**src/rtl/requant_relu.sv**
```systemverilog
// Requantizes a signed MAC result (round-half-up shift, optional ReLU, saturate) into a small output FIFO.
// Latency: two register stages, so an accepted result is visible at the FIFO head two edges later.
// Backpressure: mac_ready_o drops once buffered plus in-flight results would fill the FIFO.
module requant_relu #(
    parameter int ACC_BIT_RESOLUTION = 32,
    parameter int OUT_BIT_RESOLUTION = 8,
    parameter int FIFO_DEPTH         = 4
) (
    input  logic                          clk_i,
    input  logic                          rst_ni,
    input  logic                          mac_valid_i,
    input  logic [ACC_BIT_RESOLUTION-1:0] mac_data_i,
    output logic                          mac_ready_o,
    input  logic [4:0]                    shift_i,
    input  logic                          relu_en_i,
    output logic                          out_valid_o,
    output logic [OUT_BIT_RESOLUTION-1:0] out_data_o,
    output logic                          out_sat_o,
    input  logic                          out_ready_i,
    output logic [$clog2(FIFO_DEPTH):0]   fifo_count_o
);
    localparam int AW = ACC_BIT_RESOLUTION;
    localparam int OW = OUT_BIT_RESOLUTION;
    localparam int PW = $clog2(FIFO_DEPTH);
    localparam int CW = PW + 1;

    // Output range expressed at the widened accumulator width for signed compares.
    localparam logic signed [AW:0] OUT_MAX = {{(AW-OW+2){1'b0}}, {(OW-1){1'b1}}};
    localparam logic signed [AW:0] OUT_MIN = {{(AW-OW+2){1'b1}}, {(OW-1){1'b0}}};

    typedef struct packed {
        logic          sat;
        logic [OW-1:0] dat;
    } entry_t;

    logic               accept;
    logic signed [AW:0] x_ext;
    logic signed [AW:0] rnd;
    logic signed [AW:0] r1_nxt;

    logic               s1_vld;
    logic               s1_relu;
    logic signed [AW:0] s1_r;

    logic signed [AW:0] r2;
    entry_t             s2_nxt;
    logic               s2_vld;
    entry_t             s2_ent;

    entry_t             mem [FIFO_DEPTH];
    logic [PW-1:0]      wr_ptr;
    logic [PW-1:0]      rd_ptr;
    logic [CW-1:0]      fifo_cnt;
    logic               rd_fire;
    logic [CW:0]        occ;
    entry_t             rd_ent;

    // One extra bit of headroom keeps the rounding add from wrapping at full scale.
    always_comb begin
        x_ext = $signed({mac_data_i[AW-1], mac_data_i});
        rnd   = '0;
        if (shift_i != 5'd0) begin
            rnd = (AW+1)'(1) << (shift_i - 5'd1);
        end
        r1_nxt = (x_ext + rnd) >>> shift_i;
    end

    always_comb begin
        r2          = (s1_relu && s1_r[AW]) ? '0 : s1_r;
        s2_nxt.sat  = 1'b0;
        s2_nxt.dat  = r2[OW-1:0];
        if (r2 > OUT_MAX) begin
            s2_nxt.sat = 1'b1;
            s2_nxt.dat = OUT_MAX[OW-1:0];
        end else if (r2 < OUT_MIN) begin
            s2_nxt.sat = 1'b1;
            s2_nxt.dat = OUT_MIN[OW-1:0];
        end
    end

    always_ff @(posedge clk_i) begin
        if (!rst_ni) begin
            s1_vld <= 1'b0;
            s2_vld <= 1'b0;
        end else begin
            s1_vld <= accept;
            s2_vld <= s1_vld;
        end
    end

    // Shift and ReLU enable are captured with the data so later changes cannot leak in.
    always_ff @(posedge clk_i) begin
        if (accept) begin
            s1_r    <= r1_nxt;
            s1_relu <= relu_en_i;
        end
        if (s1_vld) begin
            s2_ent <= s2_nxt;
        end
    end

    always_ff @(posedge clk_i) begin
        if (!rst_ni) begin
            wr_ptr   <= '0;
            rd_ptr   <= '0;
            fifo_cnt <= '0;
        end else begin
            if (s2_vld) begin
                wr_ptr <= wr_ptr + PW'(1);
            end
            if (rd_fire) begin
                rd_ptr <= rd_ptr + PW'(1);
            end
            case ({s2_vld, rd_fire})
                2'b10:   fifo_cnt <= fifo_cnt + CW'(1);
                2'b01:   fifo_cnt <= fifo_cnt - CW'(1);
                default: fifo_cnt <= fifo_cnt;
            endcase
        end
    end

    always_ff @(posedge clk_i) begin
        if (s2_vld) begin
            mem[wr_ptr] <= s2_ent;
        end
    end

    // Space is reserved for everything still in the pipeline, so writes never find the FIFO full.
    assign occ          = (CW+1)'(fifo_cnt) + (CW+1)'(s1_vld) + (CW+1)'(s2_vld);
    assign mac_ready_o  = rst_ni && (occ < (CW+1)'(FIFO_DEPTH));
    assign accept       = mac_valid_i && mac_ready_o;

    assign out_valid_o  = (fifo_cnt != '0);
    assign rd_fire      = out_valid_o && out_ready_i;
    assign rd_ent       = out_valid_o ? mem[rd_ptr] : '0;
    assign out_data_o   = rd_ent.dat;
    assign out_sat_o    = rd_ent.sat;
    assign fifo_count_o = fifo_cnt;

endmodule

```
**config.mk**
```make
export PLATFORM = sky130hd
export DESIGN_NAME = requant_relu
export DESIGN_NICKNAME = d
export VERILOG_FILES = /design/src/rtl/requant_relu.sv
export SDC_FILE = /design/constraint.sdc
export NUM_CORES = 1
export LEC_CHECK = 0
export ABC_AREA = 1
export CORE_MARGIN = 2
export CORE_UTILIZATION = 35
export CTS_CLUSTER_DIAMETER = 150
export DETAILED_ROUTE_END_ITERATION = 12
export PLACE_DENSITY = 0.5
export SYNTH_ARGS = -nofsm -noshare
export SYNTH_HDL_FRONTEND = slang
export SYNTH_SLANG_ARGS = --single-unit
```
**constraint.sdc**
```tcl
create_clock -name clk_i -period 4.7 [get_ports clk_i]
set_clock_uncertainty 0.05 [all_clocks]
set_input_delay 0.47 -clock clk_i [delete_from_list [all_inputs] [get_ports clk_i]]
set_output_delay 0.47 -clock clk_i [all_outputs]
set_load 0.05 [all_outputs]
```
# --- Yosys cells after proc, flatten, opt, wreduce, memory -nomap -nowiden ---
# Memories as Yosys holds them, arrays and structs flattened. A register that Yosys moved wholly into a read port is not among the register bits.
# Index checks and enable logic that the tools add are counted.
totals:
  register_bits: 52
  mem_bits_rw: 36
  inputBits: 42
  out_inout_bits: 14
  elab_cells: 41
  mem_count: 1
mem_list:
  columns: ["name", "words", "word_bits", "rd", "rd_ports_with_merged_regs", "wr", "line_no", "source"]
  rows:
  - ["mem", 4, 9, 1, 1, 1, "50", "entry_t mem [FIFO_DEPTH];"]
classes:
  add_sub_neg: 8
  n_lt_le_gt_ge: 3
  n_eq_ne: 2
  shifts: 2
  muxes: 9
  reduce_logical: 7
op_table:
  columns: ["operator", "count"]
  rows:
  - ["2-to-1 mux 33 bit", 2]
  - ["adder 32 x 33 -> 33 bit", 1]
  - ["greater-than comparator 33 x 8 -> 1 bit (second input constant)", 1]
  - ["less-than comparator 33 x 8 -> 1 bit (second input constant)", 1]
  - ["left shift 1 x 5 -> 33 bit (first input constant)", 1]
  - [">>> shifter 33 x 5 -> 33 bit", 1]
  - ["2-to-1 mux 9 bit", 2]
  - ["one-hot mux 3 bit (2 select lines)", 1]
  - ["nonzero test 5 bit", 1]
  - ["subtractor 5 x 1 -> 5 bit (second input constant)", 1]
  - ["adder 2 x 1 -> 2 bit (second input constant)", 2]
  - ["adder 3 x 1 -> 4 bit", 1]
  - ["adder 4 x 1 -> 4 bit", 1]
  - ["logical AND 1 bit", 4]
  - ["less-than comparator 4 x 3 -> 1 bit (second input constant)", 1]
  - ["2-to-1 mux 2 bit", 2]
  - ["adder 3 x 1 -> 3 bit (second input constant)", 1]
  - ["nonzero test 3 bit", 1]
  - ["subtractor 3 x 1 -> 3 bit (second input constant)", 1]
  - ["equality test 2 x 1 -> 1 bit (second input constant)", 1]
  - ["equality test 2 bit (second input constant)", 1]
  - ["2-to-1 mux 1 bit", 2]
  - ["nonzero test 2 bit", 1]

# --- Logic depth before layout (Yosys ltp) ---
depth:
  ltp_word: 5
  mapped_depth: 29
  depth_no_buf: 28

# --- Least setup slack after synthesis ---
# No wires, ideal clock.
synth_timing:
  path_kind: "register -> register"
  start: "register fifo_cnt[0], in the netlist fifo_count_o[0]"
  end: "register s1_r[0] (enable)"
  setup_ns: 0.475
  t_arrival_ns: 3.809
  t_required_ns: 4.175
  setup_slack_ns: 0.366
  path_stages_with_launch: 5
  n_path_buf: 0
  period_less_slack_ns: 4.334
  cell_sequence: "dfxtp_1 > ha_1 > a21oi_1 > o21ai_0 > nor3b_1"
synth_via:
  elab_chain_cells: 5
synth_lines:
  columns: ["item", "line_no", "source"]
  rows:
  - ["from (decl)", "53", "logic [CW-1:0] fifo_cnt;"]
  - ["from (signal assigned)", "115", "2'b10: fifo_cnt <= fifo_cnt + CW'(1);"]
  - ["from (signal assigned)", "116", "2'b01: fifo_cnt <= fifo_cnt - CW'(1);"]
  - ["from (signal assigned)", "117", "default: fifo_cnt <= fifo_cnt;"]
  - ["adder 3 x 1 -> 4 bit", "129", "assign occ = (CW+1)'(fifo_cnt) + (CW+1)'(s1_vld) + (CW+1)'(s2_vld);"]
  - ["adder 4 x 1 -> 4 bit", "129", null]
  - ["less-than comparator 4 x 3 -> 1 bit", "130", "assign mac_ready_o = rst_ni && (occ < (CW+1)'(FIFO_DEPTH));"]
  - ["logical AND 1 bit", "130", null]
  - ["logical AND 1 bit", "131", "assign accept = mac_valid_i && mac_ready_o;"]
  - ["net accept", "36", "logic accept;"]
  - ["to (signal assigned)", "94", "s1_r <= r1_nxt;"]
  - ["to (decl)", "43", "logic signed [AW:0] s1_r;"]
# The timed path passes the listed nets, and every way through them passes these cells.
# A chain may end at the register's enable or synchronous reset.

# --- Worst setup path in the final report ---
layout_timing:
  start: "input port shift_i[1]"
  end: "register s1_r[4], data pin"
layout_via:
  elab_chain_cells: 5
  elab_cells_between_ends: 6
  classes_between: "add/sub: 2; shift: 2; mux: 1; reduce/logical: 1"
layout_lines:
  columns: ["item", "line_no", "source"]
  rows:
  - ["from (decl)", "14", "input logic [4:0] shift_i,"]
  - ["subtractor 5 x 1 -> 5 bit", "63", "rnd = (AW+1)'(1) << (shift_i - 5'd1);"]
  - ["left shift 1 x 5 -> 33 bit", "63", null]
  - ["2-to-1 mux 33 bit", "62", "if (shift_i != 5'd0) begin"]
  - ["adder 32 x 33 -> 33 bit", "65", "r1_nxt = (x_ext + rnd) >>> shift_i;"]
  - [">>> shifter 33 x 5 -> 33 bit (*)", "65", null]
  - ["net r1_nxt[4]", "39", "logic signed [AW:0] r1_nxt;"]
# The timed path passes the listed nets; every way through them passes the cells marked *.

==> impl_metrics.toml <==
[global_route]
overflow = 0
grt_usage = 0.207
grt_pass1_wl_um = 39300
grt_antenna_before_repair = 0
grt_max_degree = 35
grt_pass1_vias = 7528

[clocking]
htree_levels = 3
cts_buffer_depth = 2
hold_buffers = 0
cts_tree = "built"
clock_sinks = 90
cts_resized = 0
cts.clk_slew.worst_paths_ns = 0.07
clk_latency_ns = 0.35
post-cts-setup-buffers = 0
root_buffer = "clkbuf_16"
cts_made_buffers = 9

[floorplan]
fp.dieH_um = 155
die-area_um2 = 24200
fp-row-count = 55
start_util = 0.356
die_x_um = 155
io_pins = 56
design.core.area_um2 = 22600

[synthesis]
synth_top_family_by_area = "simple AND/OR/NAND/NOR gates"
ys_seq_area_frac = 0.323
synth_flop_cell = "edfxtp_1"
synth_cell_types = 41
synthSimpleGateAreaFrac = 0.448
synth_nets = 1302
synthXorXnorAreaFrac = 0.0142
syn_area_um2 = 8030
synth_compound_area_frac = 0.0616
muxShareOfSynthArea = 0
synth-warning-count = 0
synth_area_per_cell_um2 = 6.58
synthAdderAreaFrac = 0.0642
ys_seq_elements = 90
synthCells = 1220
synthArstFlopShare = 0
synth_edf_count = 79

[finish]
nNetsFinal = 1341
diodes = 0
fill_cells = 2398
area_growth_pct = 13.9
final_cell_count_no_fill = 1549
drive_above_1_share = 0.0696

[power]
peakVddDrop_uv = 171
seq_power_share = 0.376
p_comb_frac = 0.373
switching_share = 0.395
power_density_nw_per_um2 = 296
p_int_mw = 1.64
p_total_mw = 2.71
p_leak_nw = 4.38
clockPowerShare = 0.251
p_sw_mw = 1.07

[setup_path]
worstPathRequired_ns = 4.75
worstPathMaxFanout = 7
crit_arrival_ns = 4.21
end_kind = "flop"
critPathKind = "primary input to flop"
crit_path_start_kind = "primary input"

[timing]
hold_slack_ns = 0.415
worst_slew_pin_slew_ns = 0.830
hold_violations = 0
fmax_mhz = 240
setup_viol = 0
tns_ns = 0
fin_crit_sh = 0.885
max_slew_margin = 0.443
slew_violations = 0
post-route-min-period_ns = 4.16
rsz0062_at_grt = "no"

[routing]
avgViaCountPerCell = 5.08
drt_iter0_drc = 703
drcViolationCount = 0
num_vias = 7865
postRouteWirelength_um = 24300
avgRoutedWirePerCell_um = 15.7
dr.pass1.iters = 6
final_antenna_net_count = 0

[placement]
portBuffers = 55
dp_cells = 1533
dp_hpwl_um = 19600
gp_congestion = 0.931

[job]
max-cap-violations = 0

[run_status]
status = "finished clean"

[worst_hold_path]
hold_class = "flop to flop"
==> state kept, by name, summed over array words and instances, names as in the netlist, named ones only <==
signal	cells
mem	36
s2_vld	1
wr_ptr	2
s1_r	33
fifo_count_o	3
rd_ptr	2
s2_ent	9
s1_relu	1
s1_vld	1
==> Yosys cell counts, drive strengths merged, types with 11 or more instances <==
master    n  area (um2)
nand2   405        1580
nand3   237        1250
inv     135         507
nor2    123         477
edfxtp   79        2370
a21oi    38         198
ha       38         475
o21ai    38         190
buf      24         121
clkbuf   18        67.6
dfxtp    11         220
nand3b   11        82.6
xor2     11        96.3
==> kinds of logic after synthesis <==
kind of cell / after synthesis
compound gates: 89
xor+xnor: 13
fa+ha+maj: 40
buf+inv: 181
flops: 90
other cells: 1
simple gates: 806
==> final timing paths <==
check,startpoint,to,slack [ns],cells past startpoint
max,shift_i[1],s1_r[4],0.54,26
min,rd_ptr[1],rd_ptr[1],0.41,2
max reg2reg,fifo_count_o[0],fifo_count_o[1],2.36,8
min reg2reg,rd_ptr[1],rd_ptr[1],0.41,2
==> final cells by class <==
cell class / instances / area (um2) / share of cell area
Multi-Input combinational cell: 949 / 4730 / 0.517
Sequential cell: 90 / 2590 / 0.284
Timing Repair Buffer: 70 / 663 / 0.0725
Inverter: 139 / 522 / 0.0571
Tap cell: 285 / 357 / 0.0390
Clock buffer: 10 / 229 / 0.0250
Clock inverter: 6 / 50.0 / 0.00547
==> critical path, cell delays in order <==
cell and delay [ns]:
clkdlybuf4s50_1 0.66, nor2_1 0.12, inv_1 0.09, nor2_1 0.06, nand2_1 0.10, nand2_1 0.14, nand2_1 0.27, nor2_1 0.07
ha_1 0.23, fa_1 0.45, nand3_1 0.13, nand3_2 0.09, nand2_1 0.07, nand2_1 0.09, nand2_1 0.09, nand2_2 0.11
nand2_2 0.11, nand2_2 0.05, nand2_1 0.09, nand3_2 0.10, nand2_1 0.08, nand2_1 0.05, nand3_1 0.11, nand3_1 0.15
nand3_1 0.17, nand2_1 0.07
==> power groups by stage <==
stage               Clock, mW  Sequential [mW]  Combinational [mW]
floorplan                   0             1.04               0.683
global placement            0             1.04                1.01
detailed placement          0             1.04                1.01
CTS                     0.696             1.02                1.01
global route            0.732             1.03                1.11
finish                  0.681             1.02                1.01
==> metrics by stage <==
| step | cell area [um2] | utilization | setup slack, ns |
|---|---|---|---|
| 2_1_floorplan | 8030 | - | 0.366 |
| 3_3_place_gp | 8860 | 0.393 | 0.268 |
| 3_5_place_dp | 8860 | 0.393 | 0.246 |
| 4_1_cts | 9140 | 0.405 | 0.613 |
| 5_1_grt | 9140 | 0.405 | 0.189 |
| 6_report | 9140 | 0.405 | 0.538 |
==> layer usage <==
layer	wire (um)	vias to the layer above	track usage
met5	0	-	0
met2	11000	174	0.341
met1	12000	3586	0.292
li1	-	4080	-
met4	370	0	0.0433
met3	924	25	0.0284
==> cell usage in the layout (no fill, tap or decap), drive strengths merged, types with 4 or more instances in the layout <==
cell,count
nor4,4
xor2,11
ha,38
edfxtp,79
nor2,123
nand3,237
buf,15
clkdlybuf4s50,55
clkbuf,10
nor3,9
clkinv,7
nand2,405
nand3b,11
dfxtp,11
nand4,8
o21ai,38
or2,5
a21oi,38
o211ai,6
o21bai,4
inv,137
(Power assumes the default switching activity.)
